<file path="src/rtl/game_flow_controller_if.sv">
// Bus between the game flow controller and the rest of the Frogger top:
// player/datapath inputs in, session flags and display values out.
interface game_flow_controller_if;
    logic       i_Start;
    logic       i_Has_Collided;
    logic       i_Level_Up;
    logic       o_Game_Active;
    logic       o_Cars_Freeze;
    logic       o_Frog_Reset;
    logic       o_Game_Over;
    logic [1:0] o_Lives;
    logic [3:0] o_Level;
    logic [6:0] o_Time_Left;
    logic [2:0] o_State;

    modport master (
        output i_Start, i_Has_Collided, i_Level_Up,
        input  o_Game_Active, o_Cars_Freeze, o_Frog_Reset, o_Game_Over,
        input  o_Lives, o_Level, o_Time_Left, o_State
    );

    modport slave (
        input  i_Start, i_Has_Collided, i_Level_Up,
        output o_Game_Active, o_Cars_Freeze, o_Frog_Reset, o_Game_Over,
        output o_Lives, o_Level, o_Time_Left, o_State
    );
endinterface

</file>
<file path="src/rtl/game_flow_controller.sv">
// Frogger session sequencer: countdown, round timer, lives, hit/level-clear
// freezes and game over, driving the frog gate and car freeze.
module game_flow_controller #(
    parameter int C_LIVES_INI     = 3,
    parameter int C_CLKS_PER_SEC  = 25_000_000,
    parameter int C_ROUND_TIME    = 60,
    parameter int C_START_DELAY   = 25_000_000,
    parameter int C_FREEZE_CYCLES = 25_000_000
) (
    input  logic                        i_Clk,
    input  logic                        i_Rst_L,
    game_flow_controller_if.slave       bus
);

    typedef enum logic [2:0] {
        S_IDLE        = 3'd0,
        S_COUNTDOWN   = 3'd1,
        S_RUNNING     = 3'd2,
        S_HIT         = 3'd3,
        S_LEVEL_CLEAR = 3'd4,
        S_GAME_OVER   = 3'd5
    } t_State;

    localparam logic [1:0]  C_LIVES_LOAD = 2'(C_LIVES_INI);
    localparam logic [6:0]  C_TIME_LOAD  = 7'(C_ROUND_TIME);
    localparam logic [31:0] C_START_LAST = 32'(C_START_DELAY - 1);
    localparam logic [31:0] C_FRZ_LAST   = 32'(C_FREEZE_CYCLES - 1);
    localparam logic [31:0] C_SEC_LAST   = 32'(C_CLKS_PER_SEC - 1);

    t_State      r_State;
    t_State      w_Next_State;
    logic        r_Start_Q;
    logic        r_Frog_Reset;
    logic [1:0]  r_Lives,    w_Next_Lives;
    logic [3:0]  r_Level,    w_Next_Level;
    logic [6:0]  r_Time,     w_Next_Time;
    logic [31:0] r_Count,    w_Next_Count;
    logic [31:0] r_Prescale, w_Next_Prescale;
    logic        w_Start_Edge;
    logic        w_Wrap;
    logic        w_Timeout;
    logic        w_Frog_Reset_Next;

    assign w_Start_Edge = bus.i_Start & ~r_Start_Q;

    always_ff @(posedge i_Clk or negedge i_Rst_L) begin
        if (!i_Rst_L) begin
            r_State      <= S_IDLE;
            r_Start_Q    <= 1'b0;
            r_Frog_Reset <= 1'b0;
            r_Lives      <= 2'd0;
            r_Level      <= 4'd0;
            r_Time       <= 7'd0;
            r_Count      <= 32'd0;
            r_Prescale   <= 32'd0;
        end else begin
            r_State      <= w_Next_State;
            r_Start_Q    <= bus.i_Start;
            r_Frog_Reset <= w_Frog_Reset_Next;
            r_Lives      <= w_Next_Lives;
            r_Level      <= w_Next_Level;
            r_Time       <= w_Next_Time;
            r_Count      <= w_Next_Count;
            r_Prescale   <= w_Next_Prescale;
        end
    end

    // Collision outranks timeout, which outranks level-up; all three are only
    // seen while RUNNING, so one life is lost even if collision and timeout coincide.
    always_comb begin
        w_Next_State    = r_State;
        w_Next_Lives    = r_Lives;
        w_Next_Level    = r_Level;
        w_Next_Time     = r_Time;
        w_Next_Count    = r_Count + 32'd1;
        w_Next_Prescale = r_Prescale;
        w_Wrap          = 1'b0;
        w_Timeout       = 1'b0;

        case (r_State)
            S_IDLE, S_GAME_OVER: begin
                w_Next_Count = 32'd0;
                if (r_State == S_GAME_OVER) begin
                    w_Next_Lives = 2'd0;
                end
                if (w_Start_Edge) begin
                    w_Next_Lives = C_LIVES_LOAD;
                    w_Next_Level = 4'd1;
                    w_Next_Time  = C_TIME_LOAD;
                    w_Next_State = S_COUNTDOWN;
                end
            end
            S_COUNTDOWN: begin
                w_Next_Prescale = 32'd0;
                if (r_Count == C_START_LAST) begin
                    w_Next_State = S_RUNNING;
                end
            end
            S_RUNNING: begin
                w_Next_Count    = 32'd0;
                w_Wrap          = (r_Prescale == C_SEC_LAST);
                w_Next_Prescale = w_Wrap ? 32'd0 : r_Prescale + 32'd1;
                w_Timeout       = w_Wrap && (r_Time == 7'd1);
                if (w_Wrap && (r_Time != 7'd0)) begin
                    w_Next_Time = r_Time - 7'd1;
                end
                if (bus.i_Has_Collided || w_Timeout) begin
                    if (r_Lives != 2'd0) begin
                        w_Next_Lives = r_Lives - 2'd1;
                    end
                    w_Next_State = (r_Lives <= 2'd1) ? S_GAME_OVER : S_HIT;
                end else if (bus.i_Level_Up) begin
                    if (r_Level != 4'd15) begin
                        w_Next_Level = r_Level + 4'd1;
                    end
                    w_Next_Time  = C_TIME_LOAD;
                    w_Next_State = S_LEVEL_CLEAR;
                end
            end
            S_HIT: begin
                if (r_Count == C_FRZ_LAST) begin
                    w_Next_Time  = C_TIME_LOAD;
                    w_Next_State = S_COUNTDOWN;
                end
            end
            S_LEVEL_CLEAR: begin
                if (r_Count == C_FRZ_LAST) begin
                    w_Next_State = S_COUNTDOWN;
                end
            end
            default: begin
                w_Next_State = S_IDLE;
            end
        endcase

        if (w_Next_State != r_State) begin
            w_Next_Count = 32'd0;
        end
    end

    assign w_Frog_Reset_Next = (w_Next_State == S_COUNTDOWN) && (r_State != S_COUNTDOWN);

    assign bus.o_Game_Active = (r_State == S_RUNNING);
    assign bus.o_Cars_Freeze = (r_State == S_HIT) || (r_State == S_LEVEL_CLEAR) ||
                               (r_State == S_GAME_OVER);
    assign bus.o_Game_Over   = (r_State == S_GAME_OVER);
    assign bus.o_Frog_Reset  = r_Frog_Reset;
    assign bus.o_Lives       = r_Lives;
    assign bus.o_Level       = r_Level;
    assign bus.o_Time_Left   = r_Time;
    assign bus.o_State       = r_State;

endmodule

</file>
<file path="src/flat_wrapper.sv">
// flat-port wrapper written by rule: the top's interface ports become plain ports
module game_flow_controller_flat 
#(
    parameter int C_LIVES_INI     = 3,
    parameter int C_CLKS_PER_SEC  = 25_000_000,
    parameter int C_ROUND_TIME    = 60,
    parameter int C_START_DELAY   = 25_000_000,
    parameter int C_FREEZE_CYCLES = 25_000_000
)
  (i_Clk, i_Rst_L, bus_i_Start, bus_i_Has_Collided, bus_i_Level_Up, bus_o_Game_Active, bus_o_Cars_Freeze, bus_o_Frog_Reset, bus_o_Game_Over, bus_o_Lives, bus_o_Level, bus_o_Time_Left, bus_o_State);
  game_flow_controller_if bus_i ();
  input  logic i_Clk;
  input  logic i_Rst_L;
  input wire logic [$bits(bus_i.i_Start)-1:0] bus_i_Start;
  input wire logic [$bits(bus_i.i_Has_Collided)-1:0] bus_i_Has_Collided;
  input wire logic [$bits(bus_i.i_Level_Up)-1:0] bus_i_Level_Up;
  output wire logic [$bits(bus_i.o_Game_Active)-1:0] bus_o_Game_Active;
  output wire logic [$bits(bus_i.o_Cars_Freeze)-1:0] bus_o_Cars_Freeze;
  output wire logic [$bits(bus_i.o_Frog_Reset)-1:0] bus_o_Frog_Reset;
  output wire logic [$bits(bus_i.o_Game_Over)-1:0] bus_o_Game_Over;
  output wire logic [$bits(bus_i.o_Lives)-1:0] bus_o_Lives;
  output wire logic [$bits(bus_i.o_Level)-1:0] bus_o_Level;
  output wire logic [$bits(bus_i.o_Time_Left)-1:0] bus_o_Time_Left;
  output wire logic [$bits(bus_i.o_State)-1:0] bus_o_State;
  assign bus_i.i_Start = bus_i_Start;
  assign bus_i.i_Has_Collided = bus_i_Has_Collided;
  assign bus_i.i_Level_Up = bus_i_Level_Up;
  assign bus_o_Game_Active = bus_i.o_Game_Active;
  assign bus_o_Cars_Freeze = bus_i.o_Cars_Freeze;
  assign bus_o_Frog_Reset = bus_i.o_Frog_Reset;
  assign bus_o_Game_Over = bus_i.o_Game_Over;
  assign bus_o_Lives = bus_i.o_Lives;
  assign bus_o_Level = bus_i.o_Level;
  assign bus_o_Time_Left = bus_i.o_Time_Left;
  assign bus_o_State = bus_i.o_State;
  game_flow_controller #(.C_LIVES_INI(C_LIVES_INI), .C_CLKS_PER_SEC(C_CLKS_PER_SEC), .C_ROUND_TIME(C_ROUND_TIME), .C_START_DELAY(C_START_DELAY), .C_FREEZE_CYCLES(C_FREEZE_CYCLES)) u_core (.i_Clk(i_Clk), .i_Rst_L(i_Rst_L), .bus(bus_i));
endmodule
</file>
<file path="config.mk">
export PLATFORM = sky130hd
export DESIGN_NAME = game_flow_controller_flat
export DESIGN_NICKNAME = d
export VERILOG_FILES = /design/src/rtl/game_flow_controller_if.sv /design/src/rtl/game_flow_controller.sv /design/src/flat_wrapper.sv
export SDC_FILE = /design/constraint.sdc
export NUM_CORES = 1
export LEC_CHECK = 0
export CAP_MARGIN = 30
export CORE_ASPECT_RATIO = 1.75
export CORE_MARGIN = 3
export CORE_UTILIZATION = 35
export DETAILED_ROUTE_END_ITERATION = 8
export GPL_ROUTABILITY_DRIVEN = 0
export SLEW_MARGIN = 25
export SYNTH_ARGS = -nofsm -noshare
export SYNTH_HDL_FRONTEND = slang
export SYNTH_SLANG_ARGS = --single-unit
</file>
<file path="constraint.sdc">
create_clock -name i_Clk -period 6.9 [get_ports i_Clk]
set_input_delay 1.38 -clock i_Clk [delete_from_list [all_inputs] [get_ports i_Clk]]
set_output_delay 1.38 -clock i_Clk [all_outputs]
set_load 0.01 [all_outputs]
</file>
# Word level (Yosys, flattened, before mapping)
# Cells that the tools add are included.
# Widths: inputs -> output; s select.
# totals
regBits	82
out_inout_bits	20
elab_cells	81
# op_classes
addsub	5
order_cmp	1
n_eq_ne	20
muxes	27
bitwise	2
reduce_logical	18
# op_table
op	count
$mux 32	3
$add 32x1->32 const B	2
$eq 32x25->1 const B	2
$pmux 32 s2	1
$mux 7	5
$pmux 7 s3	1
$mux 3	6
$mux 4	4
$pmux 3 s4	1
$ne 2x1->1 const B	5
$mux 2	4
$pmux 4 s2	1
$eq 7x1->1 const B	1
$reduce_bool 7->1	1
$sub 7x1->7 const B	1
$eq 3x1->1 const B	2
$eq 3x2->1 const B	2
$eq 3x3->1 const B	2
$reduce_bool 2->1	3
$reduce_and 5->1	1
$add 4x1->4 const B	1
$ne 2x2->1 const B	2
$ne 4x4->1 const B	1
$pmux 2 s2	1
other kinds (15)	20

# Logic depth before layout (Yosys ltp)
# logic_depth
ltp_word	7
ltp_mapped	9
mapped_depth_nobuf	8

# Worst setup path after synthesis
# Ideal clock, no wire load.
# synth_timing
path_kind	input -> register
from	input bus_i_Start
to	register u_core.r_Lives[1] (netlist: u_core.bus.o_Lives[1])
setup_ps	125
arrival_time_ps	2454
t_required_ps	6775
path_slack_ps	4321
stages	5
cell_sequence	nand2b_1 or3_1 a21boi_0 o21ai_0 mux2_2
# synth_between
elab_chain_cells	3
# synth_lines
element	line_no	source
from (decl)	flat_wrapper.sv:14	input wire logic [$bits(bus_i.i_Start)-1:0] bus_i_Start;
$and 1x1->1 (*)	game_flow_controller.sv:44	assign w_Start_Edge = bus.i_Start & ~r_Start_Q;
$ne 3x2->1 (no source line) or $mux 2 (tied branches)	n/a	
$reduce_and 4->1 (no source line) or $pmux 2 s2 (tied branches)	n/a	
to (signal assigned)	game_flow_controller.sv:60	r_Lives <= w_Next_Lives;
to (decl)	game_flow_controller.sv:34	logic [1:0] r_Lives, w_Next_Lives;
# Every way passes the cells marked *; elsewhere a longest branch is shown, timed or not.
# A chain may end at the register's enable or synchronous reset.

# Worst setup path in the final report
# layout_timing
from	register u_core.r_State[0] (netlist: u_core.bus.o_State[0])
to	output bus_o_Game_Active
# layout_between
elab_chain_cells	1
# layout_lines
element	line_no	source
from (decl)	game_flow_controller.sv:30	t_State r_State;
from (signal assigned)	game_flow_controller.sv:57	r_State <= w_Next_State;
$eq 3x2->1	game_flow_controller.sv:143	assign bus.o_Game_Active = (r_State == S_RUNNING);
to (decl)	flat_wrapper.sv:17	output wire logic [$bits(bus_i.o_Game_Active)-1:0] bus_o_Game_Active;
# No other way between the ends.

==> flow_results.org <==
** Clock tree
- Clock-pin slew was measured on the worst setup and hold paths at 0.06 ns.
- TritonCTS built the clock tree.
- CTS placed an instance of sky130_fd_sc_hd__clkbuf_16 at the clock tree root.
- Number of setup buffers added after CTS :: 0
- In this run, CTS created clock tree buffers numbering 9.
- At the later pin of the worst-skew pair, clock insertion delay measures 0.34 ns.
- Counting along the longest clock path gives a buffer depth of 2.
- CTS Hold Buffers Added :: 0
- Sink Count :: slightly above 80
- Total number of H-tree levels :: 3
- Post-CTS sizing :: 0

** Floorplan
- The floorplan step defined a die boundary enclosing 14700 µm².
- Pin placement for this block handled 25 I/O pins.
- The floorplan has 54 rows.
- After floorplanning, the core was sized to cover roughly 13000 µm².
- The die is about 160 µm tall.
- The die is 92.8 µm wide.
- Effective utilization at floorplan :: 0.363

** STA
- For this run, the top clock speed supported by timing is approximately 260 MHz.
- Final worst-path cycle share :: 0.565
- Pin slew with the least headroom to its limit :: about 0.7 ns
- Across the routed clock network, the largest skew measured is slightly below 0.009 ns.
- Setup violations remaining at the end of the flow were counted as 0.
- Clock period minus final worst setup slack :: around 3.9 ns
- The number of hold-slack violations in the final timing report came to 0.
- The tightest hold path in the finished design has a slack of 0.487 ns.
- RSZ-0062 raised after global routing :: no
- The worst pin sits at a relative slew slack of 0.520.
- Pins Over Slew Limit :: 0
- Total negative slack for setup checks :: 0 ns

** Drt
- The detailed router finished its first iteration with roughly 230 violations.
- Total Routed Length :: roughly 11000 µm
- Routed len/inst :: 16.2 µm
- The detail route stage leaves a number of antenna-violating nets equal to 0.
- Initial DRT Pass Iterations :: 4
- After detailed routing, the number of vias per cell comes to between 5 and 6.
- Remaining design rule violation count :: 0
- Via count :: around 3900

** Power
- The analysis attributes to cell leakage a power of approximately 2.2 nW.
- Pwr Total :: 0.989 mW
- VDD sags by at most roughly 0.11 mV.
- Power per unit of standard cell area :: around 190 nW/µm²

** Setup path
- Ordered list of cells on the worst path :: nand2b_1 > or2_2 > clkinv_1 > clkdlybuf4s50_1
- Top fanout value on the critical path :: 26
- Crit path kind :: flip-flop to output port
- The critical path contains buffers and inverters numbering 2 combined.
- Critical path data arrival time :: between 2 and 3 ns
- STA classifies the critical path endpoint as an output port.
- STA puts the critical path data required time at between 5 and 6 ns.
- Worst setup SP type :: flip-flop
- Critical Path Max Stage Delay :: about 0.58 ns
- The slowest stage of the critical path is the sky130_fd_sc_hd__clkdlybuf4s50_1 cell.
- Family of cells with the greatest summed delay on the critical path :: buffers and inverters

** Logic synthesis
- Avg Synthesized Cell Area :: between 9 and 10 µm²
- Synthesis handed over a netlist of between 500 and 600 instances.
- The synthesized design contains 0 enable-type register cells.
- During synthesis, Yosys emitted a total of 0 warnings.
- Post-synthesis instance area :: ~4600 µm²
- Net count after synthesis :: 521
- Synth area leaders :: sky130_fd_sc_hd__dfrtp_1 44%, sky130_fd_sc_hd__nor2_1 4.4%, sky130_fd_sc_hd__xor2_1 3.8%
- In the synthesized netlist the async set-or-reset flop fraction comes to 1.00.
- After synthesis the netlist holds a flip-flop and latch count of between 80 and 90.
- sky130_fd_sc_hd__dfrtp_1 takes more of the synthesized area than any other cell.
- Of the post-synthesis cell area, the dominant cell type holds 0.445.
- The netlist uses between 50 and 60 different library cells.
- Top FF cell, synth :: sky130_fd_sc_hd__dfrtp_1
- Of the synthesized area, sequential elements account for 0.445.

** Status
- Outcome :: finished clean

** Placement
- The wire-length estimate of the detail-placed layout is between 8000 and 9000 µm.
- Number of port buffers :: 24

** Global route
- Entering global routing, the biggest net connects 52 pins.
- The first global-routing pass estimated about 20000 µm of wire.
- Across every metal layer, demand over resource in global routing totals 0.167.
- Initial antenna violation count :: 0
- After global routing the overflow that remains totals 0.
- Number of global-route vias before repair :: approximately 4000

** Flow run
- Total of max-cap violations :: 0

** Finish
- The net count of the finished layout is 540.
- Area growth from synthesis to layout :: 15.4%
- Of the cells placed in the final design, the portion with a size suffix greater than 1 is 0.0697.
- The repair_antennas step left the layout with diodes totalling 0.

** Hold path
- Worst Hold Class :: flip-flop to flip-flop
Yosys cell counts (4+ instances only):
library cell,n
sky130_fd_sc_hd__dfrtp_1,82
sky130_fd_sc_hd__nor2_1,54
sky130_fd_sc_hd__nand2_1,41
sky130_fd_sc_hd__o21ai_0,33
sky130_fd_sc_hd__nand3_1,29
sky130_fd_sc_hd__nand4_1,24
sky130_fd_sc_hd__xor2_1,20
sky130_fd_sc_hd__nor3_1,16
sky130_fd_sc_hd__a21oi_1,15
sky130_fd_sc_hd__inv_1,14
sky130_fd_sc_hd__and3_1,11
sky130_fd_sc_hd__nand2b_1,11
sky130_fd_sc_hd__nor4_1,11
sky130_fd_sc_hd__xnor2_1,11
sky130_fd_sc_hd__buf_2,10
sky130_fd_sc_hd__or3_1,10
sky130_fd_sc_hd__a31oi_1,9
sky130_fd_sc_hd__clkbuf_1,9
sky130_fd_sc_hd__ha_1,8
sky130_fd_sc_hd__mux2i_1,6
sky130_fd_sc_hd__o31ai_1,6
sky130_fd_sc_hd__a21o_1,5
sky130_fd_sc_hd__and4_1,5
sky130_fd_sc_hd__o21a_1,5
sky130_fd_sc_hd__and2_1,4
sky130_fd_sc_hd__nor4b_1,4
final timing paths:
kind,startpoint,to,slack [ns],cells past startpoint
min reg2reg,u_core.r_Count[0],u_core.r_Count[0],0.49,1
max in group asynchronous,i_Rst_L,u_core.r_Prescale[6],5.30,2
min in group asynchronous,i_Rst_L,u_core.r_Count[20],0.99,1
min,u_core.r_Count[0],u_core.r_Count[0],0.49,1
max reg2reg,u_core.r_Count[0],u_core.r_Count[13],3.99,7
max,u_core.bus.o_State[0],bus_o_Game_Active,3.00,4
flip-flops by register name (all words and copies together) (netlist names):
name,count
u_core.bus.o_State,3
u_core.bus.o_Level,4
u_core.bus.o_Time_Left,7
u_core.r_Start_Q,1
u_core.r_Count,32
u_core.r_Prescale,32
u_core.bus.o_Lives,2
u_core.bus.o_Frog_Reset,1
placed cells by master, fill, tap and decap left out, types with 4 or more instances in the layout:
| cell type | count |
|---|---|
| sky130_fd_sc_hd__nor4_1 | 11 |
| sky130_fd_sc_hd__or3_1 | 10 |
| sky130_fd_sc_hd__nand4_1 | 24 |
| sky130_fd_sc_hd__o31ai_1 | 6 |
| sky130_fd_sc_hd__xnor2_1 | 11 |
| sky130_fd_sc_hd__nand3_1 | 29 |
| sky130_fd_sc_hd__nor3_1 | 16 |
| sky130_fd_sc_hd__inv_1 | 14 |
| sky130_fd_sc_hd__mux2i_1 | 6 |
| sky130_fd_sc_hd__and2_1 | 4 |
| sky130_fd_sc_hd__nor2_1 | 54 |
| sky130_fd_sc_hd__nand2_1 | 41 |
| sky130_fd_sc_hd__a21o_1 | 5 |
| sky130_fd_sc_hd__o21a_1 | 5 |
| sky130_fd_sc_hd__nand2b_1 | 11 |
| sky130_fd_sc_hd__ha_1 | 8 |
| sky130_fd_sc_hd__clkbuf_16 | 9 |
| sky130_fd_sc_hd__and3_1 | 11 |
| sky130_fd_sc_hd__buf_4 | 4 |
| sky130_fd_sc_hd__and4_1 | 5 |
| sky130_fd_sc_hd__o21ai_0 | 33 |
| sky130_fd_sc_hd__a21oi_1 | 15 |
| sky130_fd_sc_hd__xor2_1 | 20 |
| sky130_fd_sc_hd__clkdlybuf4s50_1 | 23 |
| sky130_fd_sc_hd__dfrtp_1 | 82 |
| sky130_fd_sc_hd__a31oi_1 | 9 |
where the power goes:
| part | leakage, nW | internal, mW | switching [mW] |
|---|---|---|---|
| clock | 0.134 | 0.288 | 0.197 |
| combinational | 0.977 | 0.00692 | 0.0140 |
| sequential | 1.09 | 0.482 | 0.000909 |
per-layer routing:
| metal | track usage | up-vias | wire length, µm |
|---|---|---|---|
| met5 | 0 | - | 0 |
| li1 | - | 1883 | - |
| met1 | 0.185 | 1897 | 4440 |
| met2 | 0.318 | 67 | 6410 |
| met4 | 0.0615 | 0 | 203 |
| met3 | 0.0233 | 13 | 298 |
through the flow:
stage | instance area, µm² | setup slack (ns) | util | cells
floorplan | 4610 | 4.32 | - | 508
global placement | 4990 | 3.43 | 0.393 | 682
detailed placement | 5020 | 3.40 | 0.396 | 684
CTS | 5320 | 3.01 | 0.419 | 699
global route | 5330 | 2.84 | 0.419 | 699
finish | 5330 | 3.00 | 0.419 | 699
worst reg2reg max path: stages (launching register included):
cell and delay, ns:
sky130_fd_sc_hd__dfrtp_1 0.38, sky130_fd_sc_hd__ha_1 0.23, sky130_fd_sc_hd__and4_1 0.43, sky130_fd_sc_hd__nand2_2 0.11
sky130_fd_sc_hd__or4_1 0.72, sky130_fd_sc_hd__nand2_1 0.60, sky130_fd_sc_hd__buf_6 0.24, sky130_fd_sc_hd__nor2_1 0.07
kinds of logic (layout without fill, tap and decap cells):
group	count (synthesis)	in the layout	synth area share
AND/OR/NAND/NOR	245	245	0.289
AO/OA/AOI/OAI	97	97	0.132
flip-flops	82	82	0.445
buffers and inverters	36	59	0.0336
XOR/XNOR	31	31	0.0588
multiplexers	9	9	0.0203
adder cells (fa/ha/maj)	8	8	0.0217
area by class of cell:
cell class,count,area [µm²]
fill,1306,7380
multi-input combinational,390,2410
sequential,82,2050
timing repair buffer,29,299
clock buffer,11,243
tap,168,210
inverter,15,56.3
clock inverter,4,52.6
Power figures use the tool's default switching activity.
